[src/rtl/tvc_cas_loader_if.sv]
// Bus bundle between data_io / RAM write port and the CAS loader.
// master = loader side, slave = download source and RAM side.
interface tvc_cas_loader_if;
    logic        ioctl_download;
    logic [7:0]  ioctl_index;
    logic        ioctl_wr;
    logic [24:0] ioctl_addr;
    logic [7:0]  ioctl_dout;
    logic        ioctl_clkref;
    logic        mem_req;
    logic [15:0] mem_addr;
    logic [7:0]  mem_din;
    logic        mem_ack;

    modport master (
        input  ioctl_download, ioctl_index, ioctl_wr, ioctl_addr, ioctl_dout, mem_ack,
        output ioctl_clkref, mem_req, mem_addr, mem_din
    );

    modport slave (
        output ioctl_download, ioctl_index, ioctl_wr, ioctl_addr, ioctl_dout, mem_ack,
        input  ioctl_clkref, mem_req, mem_addr, mem_din
    );
endinterface

[src/rtl/tvc_cas_loader.sv]
// CAS download loader: strips CAS headers, captures program length and writes
// the program body into TVC RAM one byte at a time, throttling data_io.
module tvc_cas_loader #(
    parameter logic [7:0]  CAS_IDX   = 8'd1,
    parameter logic [24:0] LEN_OFS   = 25'h82,
    parameter logic [24:0] DATA_OFS  = 25'h90,
    parameter logic [15:0] LOAD_BASE = 16'h19EF
) (
    input  logic                    clk_sys,
    input  logic                    reset,
    tvc_cas_loader_if.master        bus,
    output logic [15:0]             prg_len,
    output logic                    busy,
    output logic                    done,
    output logic                    err
);

    typedef enum logic [2:0] {IDLE, HDR, DATA, WACK, FINISH} state_t;

    state_t      state, state_nxt;
    logic        dl_q;
    logic [15:0] cnt, cnt_nxt;
    logic [15:0] prg_len_nxt, mem_addr_r, mem_addr_nxt;
    logic [7:0]  mem_din_r, mem_din_nxt;
    logic        clkref_r, clkref_nxt, mem_req_r, mem_req_nxt;
    logic        busy_nxt, done_nxt, err_nxt;
    logic        take;

    assign bus.ioctl_clkref = clkref_r;
    assign bus.mem_req      = mem_req_r;
    assign bus.mem_addr     = mem_addr_r;
    assign bus.mem_din      = mem_din_r;

    always_ff @(posedge clk_sys) begin
        if (reset) begin
            state      <= IDLE;
            dl_q       <= 1'b0;
            cnt        <= '0;
            prg_len    <= '0;
            mem_addr_r <= '0;
            mem_din_r  <= '0;
            clkref_r   <= 1'b1;
            mem_req_r  <= 1'b0;
            busy       <= 1'b0;
            done       <= 1'b0;
            err        <= 1'b0;
        end else begin
            state      <= state_nxt;
            dl_q       <= bus.ioctl_download;
            cnt        <= cnt_nxt;
            prg_len    <= prg_len_nxt;
            mem_addr_r <= mem_addr_nxt;
            mem_din_r  <= mem_din_nxt;
            clkref_r   <= clkref_nxt;
            mem_req_r  <= mem_req_nxt;
            busy       <= busy_nxt;
            done       <= done_nxt;
            err        <= err_nxt;
        end
    end

    always_comb begin
        state_nxt    = state;
        cnt_nxt      = cnt;
        prg_len_nxt  = prg_len;
        mem_addr_nxt = mem_addr_r;
        mem_din_nxt  = mem_din_r;
        clkref_nxt   = clkref_r;
        mem_req_nxt  = mem_req_r;
        busy_nxt     = busy;
        done_nxt     = done;
        err_nxt      = err;
        take         = 1'b0;

        case (state)
            IDLE: begin
                // Index is only looked at on the download's rising edge.
                if (bus.ioctl_download && !dl_q && bus.ioctl_index == CAS_IDX) begin
                    state_nxt   = HDR;
                    busy_nxt    = 1'b1;
                    done_nxt    = 1'b0;
                    err_nxt     = 1'b0;
                    prg_len_nxt = '0;
                    cnt_nxt     = '0;
                end
            end
            HDR: begin
                if (!bus.ioctl_download) begin
                    state_nxt = FINISH;
                end else if (bus.ioctl_wr) begin
                    if (bus.ioctl_addr == LEN_OFS) begin
                        prg_len_nxt[7:0] = bus.ioctl_dout;
                    end else if (bus.ioctl_addr == LEN_OFS + 25'd1) begin
                        prg_len_nxt[15:8] = bus.ioctl_dout;
                    end else if (bus.ioctl_addr == DATA_OFS) begin
                        state_nxt = DATA;
                        take      = (cnt < prg_len);
                    end
                end
            end
            DATA: begin
                if (!bus.ioctl_download) begin
                    state_nxt = FINISH;
                end else if (bus.ioctl_wr) begin
                    take = (cnt < prg_len);
                end
            end
            WACK: begin
                if (bus.ioctl_wr) begin
                    err_nxt = 1'b1;
                end
                // A pending write always completes, even after the download ended.
                if (bus.mem_ack) begin
                    mem_req_nxt = 1'b0;
                    clkref_nxt  = 1'b1;
                    cnt_nxt     = cnt + 16'd1;
                    state_nxt   = bus.ioctl_download ? DATA : FINISH;
                end
            end
            FINISH: begin
                busy_nxt  = 1'b0;
                state_nxt = IDLE;
                if (cnt == prg_len && !err) begin
                    done_nxt = 1'b1;
                end else begin
                    err_nxt = 1'b1;
                end
            end
            default: state_nxt = IDLE;
        endcase

        if (take) begin
            mem_din_nxt  = bus.ioctl_dout;
            mem_addr_nxt = LOAD_BASE + cnt;
            mem_req_nxt  = 1'b1;
            clkref_nxt   = 1'b0;
            state_nxt    = WACK;
        end
    end

endmodule

[src/flat_wrapper.sv]
// flat-port wrapper written by rule: the top's interface ports become plain ports
module tvc_cas_loader_flat 
#(
    parameter logic [7:0]  CAS_IDX   = 8'd1,
    parameter logic [24:0] LEN_OFS   = 25'h82,
    parameter logic [24:0] DATA_OFS  = 25'h90,
    parameter logic [15:0] LOAD_BASE = 16'h19EF
)
  (clk_sys, reset, prg_len, busy, done, err, bus_ioctl_download, bus_ioctl_index, bus_ioctl_wr, bus_ioctl_addr, bus_ioctl_dout, bus_mem_ack, bus_ioctl_clkref, bus_mem_req, bus_mem_addr, bus_mem_din);
  tvc_cas_loader_if bus_i ();
  input  logic clk_sys;
  input  logic reset;
  output logic [15:0] prg_len;
  output logic busy;
  output logic done;
  output logic err;
  input wire logic [$bits(bus_i.ioctl_download)-1:0] bus_ioctl_download;
  input wire logic [$bits(bus_i.ioctl_index)-1:0] bus_ioctl_index;
  input wire logic [$bits(bus_i.ioctl_wr)-1:0] bus_ioctl_wr;
  input wire logic [$bits(bus_i.ioctl_addr)-1:0] bus_ioctl_addr;
  input wire logic [$bits(bus_i.ioctl_dout)-1:0] bus_ioctl_dout;
  input wire logic [$bits(bus_i.mem_ack)-1:0] bus_mem_ack;
  output wire logic [$bits(bus_i.ioctl_clkref)-1:0] bus_ioctl_clkref;
  output wire logic [$bits(bus_i.mem_req)-1:0] bus_mem_req;
  output wire logic [$bits(bus_i.mem_addr)-1:0] bus_mem_addr;
  output wire logic [$bits(bus_i.mem_din)-1:0] bus_mem_din;
  assign bus_i.ioctl_download = bus_ioctl_download;
  assign bus_i.ioctl_index = bus_ioctl_index;
  assign bus_i.ioctl_wr = bus_ioctl_wr;
  assign bus_i.ioctl_addr = bus_ioctl_addr;
  assign bus_i.ioctl_dout = bus_ioctl_dout;
  assign bus_i.mem_ack = bus_mem_ack;
  assign bus_ioctl_clkref = bus_i.ioctl_clkref;
  assign bus_mem_req = bus_i.mem_req;
  assign bus_mem_addr = bus_i.mem_addr;
  assign bus_mem_din = bus_i.mem_din;
  tvc_cas_loader #(.CAS_IDX(CAS_IDX), .LEN_OFS(LEN_OFS), .DATA_OFS(DATA_OFS), .LOAD_BASE(LOAD_BASE)) u_core (.clk_sys(clk_sys), .reset(reset), .bus(bus_i), .prg_len(prg_len), .busy(busy), .done(done), .err(err));
endmodule
[config.mk]
export PLATFORM = sky130hd
export DESIGN_NAME = tvc_cas_loader_flat
export DESIGN_NICKNAME = d
export VERILOG_FILES = /design/src/rtl/tvc_cas_loader_if.sv /design/src/rtl/tvc_cas_loader.sv /design/src/flat_wrapper.sv
export SDC_FILE = /design/constraint.sdc
export NUM_CORES = 1
export LEC_CHECK = 0
export CAP_MARGIN = 0
export CORE_UTILIZATION = 33
export CTS_CLUSTER_DIAMETER = 50
export DETAILED_ROUTE_END_ITERATION = 10
export PLACE_DENSITY = 0.62
export SLEW_MARGIN = 20
export SYNTH_ARGS = -nofsm -noshare
export SYNTH_HDL_FRONTEND = slang
export SYNTH_SLANG_ARGS = --single-unit
[constraint.sdc]
create_clock -name clk_sys -period 4.75 [get_ports clk_sys]
set_clock_uncertainty 0.15 [all_clocks]
set_input_delay 0.95 -clock clk_sys [delete_from_list [all_inputs] [get_ports clk_sys]]
set_output_delay 0.95 -clock clk_sys [all_outputs]
set_load 0.1 [all_outputs]
Word level (Yosys, flattened, before mapping)
Index checks and enable logic that the tools add are counted.
{"block": "totals", "inputBits": 46, "mem_bits_ro": 0, "wordCells": 111, "mem_count": 0, "latch_bits": 0, "ff_bits": 65, "mem_bits_rw": 0, "output_inout_bits": 45}
{"block": "classes", "eq_ne": 31, "n_bitwise": 0, "n_shift": 0, "div_mod_pow": 0, "addsub": 2, "multipliers": 0, "mux": 42, "reduce_logical": 22, "order_cmp": 1}
{"op": "25-bit by 8-bit == test with 1-bit output (second input constant)", "n": 3}
{"op": "16-bit two-way mux", "n": 4}
{"op": "16-bit one-hot mux with 2 select lines", "n": 2}
{"op": "3-bit two-way mux", "n": 9}
{"op": "8-bit two-way mux", "n": 3}
{"op": "1-bit two-way mux", "n": 18}
{"op": "13-bit by 16-bit adder with 16-bit output (first input constant)", "n": 1}
{"op": "16-bit by 1-bit adder with 16-bit output (second input constant)", "n": 1}
{"op": "16-bit == test", "n": 1}
{"op": "16-bit < comparator", "n": 1}
{"op": "2-bit inequality test (second input constant)", "n": 7}
{"op": "7-bit AND reduction", "n": 2}
{"op": "4-bit by 3-bit inequality test with 1-bit output (second input constant)", "n": 3}
{"op": "3-bit one-hot mux with 4 select lines", "n": 1}
{"op": "2-bit nonzero test", "n": 5}
{"op": "3-bit by 2-bit inequality test with 1-bit output (second input constant)", "n": 3}
{"op": "3-bit inequality test (second input constant)", "n": 3}
{"op": "8-bit by 1-bit == test with 1-bit output (second input constant)", "n": 1}
{"op": "2-bit by 1-bit inequality test with 1-bit output (second input constant)", "n": 4}
{"op": "3-bit by 2-bit == test with 1-bit output (second input constant)", "n": 2}
{"op": "1-bit one-hot mux with 2 select lines", "n": 3}
{"op": "3-bit AND reduction", "n": 2}
{"op": "6-bit AND reduction", "n": 1}
{"op": "5-bit AND reduction", "n": 1}
{"op": "13 further kinds", "n": 17}

Logic depth before layout (Yosys ltp)
Gate-level depths: netlist of the first run.
{"block": "depth", "depth_word": 9, "ltp_mapped": 9, "depth_no_buf": 8}

Least setup slack after synthesis of the first run
OpenSTA, ideal clock, no wires.
{"block": "synth_path", "kind": "register to register", "startpoint": "reg u_core.prg_len[1]", "endpoint": "reg u_core.mem_addr_r[13] (netlist: u_core.bus.mem_addr[13])", "path_buffers": 1, "setup_time_ns": 0.080, "setup_slack_ns": 1.721, "arrival_time_ns": 2.800, "stages_incl_launch_ff": 10, "cell_sequence": "dfxtp_1 inv_1 ha_1 nor2b_1 o211ai_1 a21oi_1 o31ai_1 clkbuf_1 a21oi_1 a211oi_2"}
{"block": "synth_via", "elab_chain_cells": 7, "word_cells_on_any_way": 9, "cone_classes": "order compare (1); mux (8)"}
{"item": "start: declaration", "line_no": "tvc_cas_loader.sv:12", "rtl": "output logic [15:0] prg_len,"}
{"item": "start signal: assignment", "line_no": "tvc_cas_loader.sv:51", "rtl": "prg_len <= prg_len_nxt;"}
{"item": "16-bit < comparator *", "line_no": "tvc_cas_loader.sv:97, tvc_cas_loader.sv:105"}
{"item": "1-bit two-way mux", "line_no": "tvc_cas_loader.sv:95", "rtl": "end else if (bus.ioctl_addr == DATA_OFS) begin"}
{"item": "1-bit two-way mux", "line_no": "tvc_cas_loader.sv:93", "rtl": "end else if (bus.ioctl_addr == LEN_OFS + 25'd1) begin"}
{"item": "1-bit two-way mux", "line_no": "tvc_cas_loader.sv:91", "rtl": "if (bus.ioctl_addr == LEN_OFS) begin"}
{"item": "1-bit two-way mux", "line_no": "tvc_cas_loader.sv:90", "rtl": "end else if (bus.ioctl_wr) begin"}
{"item": "1-bit two-way mux", "line_no": "tvc_cas_loader.sv:88", "rtl": "if (!bus.ioctl_download) begin"}
{"item": "1-bit one-hot mux with 2 select lines *", "line_no": "tvc_cas_loader.sv:75", "rtl": "case (state)"}
{"item": "end signal: assignment", "line_no": "tvc_cas_loader.sv:52", "rtl": "mem_addr_r <= mem_addr_nxt;"}
{"item": "end: declaration", "line_no": "tvc_cas_loader.sv:23", "rtl": "logic [15:0] prg_len_nxt, mem_addr_r, mem_addr_nxt;"}
Every way passes the cells marked *; elsewhere a longest branch is shown, timed or not.
A chain may end at the register's enable or synchronous reset.

Worst setup path in the final report of the first run
{"block": "layout_path", "startpoint": "in bus_ioctl_download", "endpoint": "reg u_core.mem_addr_r[12] (netlist: u_core.bus.mem_addr[12])"}
{"block": "layout_via", "elab_chain_cells": 2, "word_cells_on_any_way": 3, "cone_classes": "mux (3)"}
{"item": "start: declaration", "line_no": "flat_wrapper.sv:17", "rtl": "input wire logic [$bits(bus_i.ioctl_download)-1:0] bus_ioctl_download;"}
{"item": "1-bit two-way mux, on equally long branches", "line_no": "tvc_cas_loader.sv:102, tvc_cas_loader.sv:88"}
{"item": "1-bit one-hot mux with 2 select lines *", "line_no": "tvc_cas_loader.sv:75"}
Marks and branches as above.

==> results of run 1 <==
-- through the flow --
step	std cells	power [uW]	cell area (um2)
floorplan	415	574	3510
global placement	623	617	4500
detailed placement	623	618	4500
CTS	639	1150	4730
global route	639	1180	4730
finish	639	1150	4730
-- power groups by stage --
stage / sequential [uW] / combinational (uW) / clock (uW)
2_1_floorplan: 558 / 15.8 / 0
5_1_grt: 545 / 63.5 / 574
3_3_place_gp: 558 / 58.9 / 0
3_5_place_dp: 558 / 59.7 / 0
4_1_cts: 545 / 59.8 / 547
6_report: 545 / 59.6 / 541
-- cells by family (layout without fill, tap and decap cells) --
| logic type | after synthesis | count (layout) | synth area share (%) |
|---|---|---|---|
| xor+xnor | 23 | 23 | 5.73 |
| buf+inv | 46 | 134 | 5.98 |
| mux | 16 | 16 | 4.56 |
| compound gates | 99 | 99 | 17.9 |
| fa+ha+maj | 18 | 18 | 6.41 |
| simple gates | 148 | 148 | 22.4 |
| flops | 65 | 65 | 37.0 |
-- cell type report --
class	instances	area [um2]
Tap cell	136	170
Fill cell	1030	5600
Timing Repair Buffer	94	931
Sequential cell	65	1300
Clock buffer	10	138
Clock inverter	6	90.1
Inverter	24	90.1
Multi-Input combinational cell	304	2010
-- metal layers --
layer	share of wire, %	vias up
met5	0	-
met1	46	1549
li1	-	1635
met3	3.2	8
met4	0.95	0
met2	50	59
-- state kept, by name (all words and copies together) (netlist names) --
name and count:
u_core.prg_len 16, u_core.cnt 16, u_core.state 3, u_core.bus.mem_addr 16, u_core.done 1, u_core.bus.mem_req 1, u_core.busy 1, u_core.bus.mem_din 8
u_core.dl_q 1, u_core.bus.ioctl_clkref 1, u_core.err 1
-- cell usage after synthesis, drive strengths merged, types with 2 or more instances --
cell type  number  area (um2)
buf             8        42.5
dfxtp          65        1300
or3             6        37.5
or4             3        26.3
clkbuf         13        68.8
ha             18         225
or3b            2        17.5
nor4            5        43.8
nor3           10        50.1
o31ai           2        28.8
xor2            7        61.3
a21oi          46         241
o211ai          3        22.5
a211o           2        17.5
nor3b           4        35.0
nand3          24         120
a2111oi         2        17.5
nor2b           2        12.5
inv            24        90.1
nor2           43         161
and2           10        72.6
a211oi         12        95.1
xnor2          16         140
nand4           6        43.8
mux2i          16         160
o21ai          24         120
nand2          26        97.6
-- final timing paths --
check	end	slack [ps]	cells past startpoint
setup / recovery	u_core.bus.mem_addr[12]$_SDFFE_PP0P_	1490	7
setup reg to reg	u_core.prg_len[2]$_SDFFE_PP0P_	1890	6
hold / removal	u_core.done$_SDFFE_PP0P_	310	2
hold reg to reg	u_core.done$_SDFFE_PP0P_	310	2
-- worst register-to-register path: cells and delay by family (launching register included) --
family / cells / cell delay [ps]
AO/OA/AOI/OAI: 1 / 490
flip-flops: 1 / 500
AND/OR/NAND/NOR: 3 / 1260
buffers and inverters: 1 / 80
multiplexers: 1 / 270
==> metrics.md, run 1 <==
| Metric | Value |
|---|---|
| Avg Cell Area, Syn | `8.47 um2` |
| Starting DRC count in detailed routing | `96` |
| Final Util | `45.8%` |
| RSZ-0062 raised after global routing | `false` |
| Leak | `0.00157 uW` |
| Routability cong. | `0.837` |
| Worst endpoint required time | `4830 ps` |
| Crit share post-route | `68.7%` |
| Post-route ant nets | `0` |
| Async set-reset flop share out of synthesis | `0%` |
| Tot GR Track Use | `17.8%` |
| Met1 Use GR | `22.3%` |
| # Post-CTS Setup Buffers | `0` |
| Most frequent cells in the layout | `clkdlybuf4s50_1 (90), dfxtp_1 (65), a21oi_1 (45)` |
| DR vias/cell | `5.09` |
| Register area share after synthesis | `37.0%` |
| Critical-path maximum fanout | `24` |
| Commonest non-fill, non-tap cell in the layout | `clkdlybuf4s50_1` |
| Fmax | `0.306 GHz` |
| Sum of buffers and inverters on the critical path | `1` |
| Number of global-route vias before repair | `3209` |
| Synthesis-to-layout area growth | `34.5%` |
| First-pass GRT wire length | `15600 um` |
| GR Overflow Total | `0` |
| Worst setup SP type | `input port` |
| Root Buffer | `clkbuf_8` |
| Relative slew slack | `34.5%` |
| CTS Sinks | `65` |
| Synth warnings | `0` |
| Clk pin slew, worst setup/hold paths | `70 ps` |
| Power Density | `242 nW/um2` |
| IO Port Bufs | `90` |
| Max incr delay on CP | `560 ps` |
| Resize count post-CTS | `0` |
| HPWL after DPL | `7320 um` |
| Flop pwr share | `47.6%` |
| CP most frequent cell | `nand2_1` |
| # DRC | `0` |
| Worst setup margin | `1490 ps` |
| Crit-path leading delay family | `compound AO/OA/AOI/OAI gates` |
| Worst r2r src | `u_core.state[0]$_SDFFE_PP0P_` |
| Largest net degree at the start of global routing | `31` |
| TritonCTS buffer count | `9` |
| Setup violations, final | `0` |
| Worst hold slack | `312 ps` |
| Number of synthesized register bits | `65` |
| Initial antenna violation count | `0` |
| Grt met3 use | `3.24%` |
| Ratio of cells with drive above 1 in the final layout | `9.15%` |
| Outcome | `completed` |
| Worst-margin pin slew | `979 ps` |
| CTS tree | `built` |
| Core ar. | `10300 um2` |
| Crit path from | `bus_ioctl_download` |
| Gate power share | `5.2%` |
| Post-synth EDFFs | `0` |
| Hold_sp | `u_core.done$_SDFFE_PP0P_` |
| Crit path DAT | `3350 ps` |
| Setup crit end kind | `flop` |
| Rows | `37` |
| Clock share of power | `47.2%` |
| Busiest grt layer | `met2` |
| Crit path kind | `in -> reg` |
| Max cap viols | `0` |
| Via count | `3251` |
| Syn_nets | `479` |
| Psw | `252 uW` |
| Post-layout min period | `3260 ps` |
| Final Hold Violating Endpoints | `0` |
| Die span in y | `105 um` |
| CTS Buffer Depth | `2` |
| N_diodes | `0` |
| Initial core utilization | `34.0%` |
| Post-CTS Hold Fix Bufs | `0` |
| DP Worst Slack | `1130 ps` |
| Number of H-tree levels | `3` |
| CP Cell Sequence | `clkdlybuf4s50_1 > nand2_1 > or4_1 > a21oi_1 > o211a_2 > nand2_1 > a31o_2` |
| DRT Pass-1 Iters | `4` |
| Cell variety after synth | `55` |
| Main synth FF type | `dfxtp_1` |
| Worst-skew pair later-pin latency | `340 ps` |
| Post-Syn Area | `3510 um2` |
| Die footprint | `11100 um2` |
| Routed wire per std cell | `14.9 um` |
| Setup_tns | `0 ps` |
| Synth Instances | `415` |
| Die X | `105 um` |
| Hold Crit Class | `reg -> reg` |
| WL final | `9540 um` |
| Global Route met2 Usage | `31.3%` |
| # IOs | `91` |
| Slowest stage cell on the critical path | `clkdlybuf4s50_1` |
| Slew Viols, Final | `0` |
| Nets | `562` |
| Int Pwr | `894 uW` |
| Max VDD drop | `0.000153 V` |
| Switching Share | `22.0%` |
Note: power is estimated with default switching activity, not from simulation.
==> run 2: changes to the inputs <==
PLACE_DENSITY = 0.64   (was 0.62)
clock period = 2.9 ns   (was 4.75 ns; I/O delays follow)
==> metrics.md, run 2 (synthesized netlist as in run 1, its figures left out) <==
| Metric | Value |
|---|---|
| Resize count post-CTS | `0` |
| DRT Pass-1 Iters | `4` |
| IO Port Bufs | `90` |
| DR vias/cell | `5.00` |
| Slew Viols, Final | `0` |
| Crit path DAT | `2850 ps` |
| Crit-path leading delay family | `compound AO/OA/AOI/OAI gates` |
| CTS tree | `built` |
| Largest net degree at the start of global routing | `27` |
| # Post-CTS Setup Buffers | `0` |
| CTS Buffer Depth | `2` |
| Post-layout min period | `2710 ps` |
| Initial core utilization | `34.0%` |
| Leak | `0.00174 uW` |
| Hold Crit Class | `reg -> reg` |
| Slowest stage cell on the critical path | `a2111oi_0` |
| Clk pin slew, worst setup/hold paths | `70 ps` |
| Final Hold Violating Endpoints | `0` |
| Fillers | `995` |
| Ratio of cells with drive above 1 in the final layout | `20.6%` |
| Commonest non-fill, non-tap cell in the layout | `dfxtp_1` |
| Starting DRC count in detailed routing | `181` |
| CTS Sinks | `65` |
| Setup violations, final | `0` |
| Worst endpoint required time | `3040 ps` |
| Die footprint | `11100 um2` |
| Number of global-route vias before repair | `3122` |
| GR Overflow Total | `0` |
| Fmax | `0.369 GHz` |
| Crit path kind | `reg -> reg` |
| Worst setup SP type | `flop` |
| Relative slew slack | `66.7%` |
| Synthesis-to-layout area growth | `35.4%` |
| Critical-path maximum fanout | `3` |
| RSZ-0062 raised after global routing | `false` |
| First-pass GRT wire length | `15700 um` |
| DP Worst Slack | `-98.1 ps` |
| CP Cell Sequence | `inv_1 > ha_1 > or3b_2 > a211oi_1 > o21ai_0 > a2111oi_0 > a31o_2` |
| Max incr delay on CP | `510 ps` |
| Number of H-tree levels | `3` |
| Initial antenna violation count | `0` |
| Worst setup margin | `192 ps` |
| Sum of buffers and inverters on the critical path | `1` |
| Tot GR Track Use | `18.0%` |
| Die span in y | `105 um` |
| Root Buffer | `clkbuf_8` |
| Design Power | `1910 uW` |
| Outcome | `completed` |
| # IOs | `91` |
| Core ar. | `10300 um2` |
| Nets | `575` |
| HPWL after DPL | `7520 um` |
| Power Density | `402 nW/um2` |
| Worst-skew pair later-pin latency | `350 ps` |
| TritonCTS buffer count | `9` |
| Via count | `3254` |
| Crit share post-route | `93.4%` |
| Worst-margin pin slew | `487 ps` |
| Routed wire per std cell | `14.7 um` |
| Die X | `105 um` |
| WL final | `9600 um` |
| # DRC | `0` |
| N_diodes | `0` |
| Max VDD drop | `0.000190 V` |
| Post-route ant nets | `0` |
| Max cap viols | `0` |
| Post-CTS Hold Fix Bufs | `0` |
| Rows | `37` |
| Most frequent cells in the layout | `dfxtp_1 (62), buf_4 (59), a21oi_1 (45), clkdlybuf4s50_1 (45), nor2_1 (43)` |
| Setup crit end kind | `flop` |
| Routability cong. | `0.858` |
-- run 2: cell count changes in the layout (fill, tap and decap cells not counted), moves of 3 or more --
cell	before	now
buf_12	0	3
dfxtp_2	0	3
clkdlybuf4s50_1	90	45
buf_4	4	59
dfxtp_1	65	62
-- run 2: path summary, 6_finish.rpt --
check	from	end	slack, ps	depth (start not counted)
setup / recovery	u_core.cnt[0]$_SDFFE_PP0P_	u_core.bus.mem_addr[12]$_SDFFE_PP0P_	190	7
hold / removal	u_core.busy$_SDFFE_PP0P_	u_core.busy$_SDFFE_PP0P_	310	2
setup reg to reg	u_core.cnt[0]$_SDFFE_PP0P_	u_core.bus.mem_addr[12]$_SDFFE_PP0P_	190	7
hold reg to reg	u_core.busy$_SDFFE_PP0P_	u_core.busy$_SDFFE_PP0P_	310	2
-- run 2: tightest hold or removal path, stage by stage (launching register included) --
cell and delay (ps):
dfxtp_1 310, nand2_1 50, a21oi_1 50
-- run 2: report_power, final --
part           internal [uW]  switching (uW)  total (uW)
Clock                    563             354         917
Sequential               893           0.500         893
Combinational           64.4            39.0         103
Total                   1520             394        1910
-- run 2: final cells by class --
| cell class | instances | area [um2] | area share (%) |
|---|---|---|---|
| tap | 136 | 170 | 3.58 |
| multi-input combinational | 304 | 2010 | 42.2 |
| timing repair buffer | 107 | 953 | 20.0 |
| inverter | 24 | 90.1 | 1.89 |
| sequential | 65 | 1310 | 27.4 |
| clock buffer | 9 | 124 | 2.60 |
| clock inverter | 6 | 108 | 2.26 |
-- run 2: stage by stage --
step	instances	area [um2]	util [%]	TNS (ps)	hold WS (ps)
after global placement	636	4530	43.8	0	302
after floorplan	415	3520	-	0	350
after detailed placement	636	4530	43.8	-638	304
final	651	4760	46.1	0	310
after CTS	651	4760	46.1	0	315
after global routing	651	4760	46.1	0	333
-- run 2: layer usage --
layer	track usage, %	up-vias	part of all wire (%)
li1	-	1663	-
met3	4.62	13	5.8
met1	22.9	1493	45
met5	0	-	0
met2	29.8	85	48
met4	5.33	0	1.6
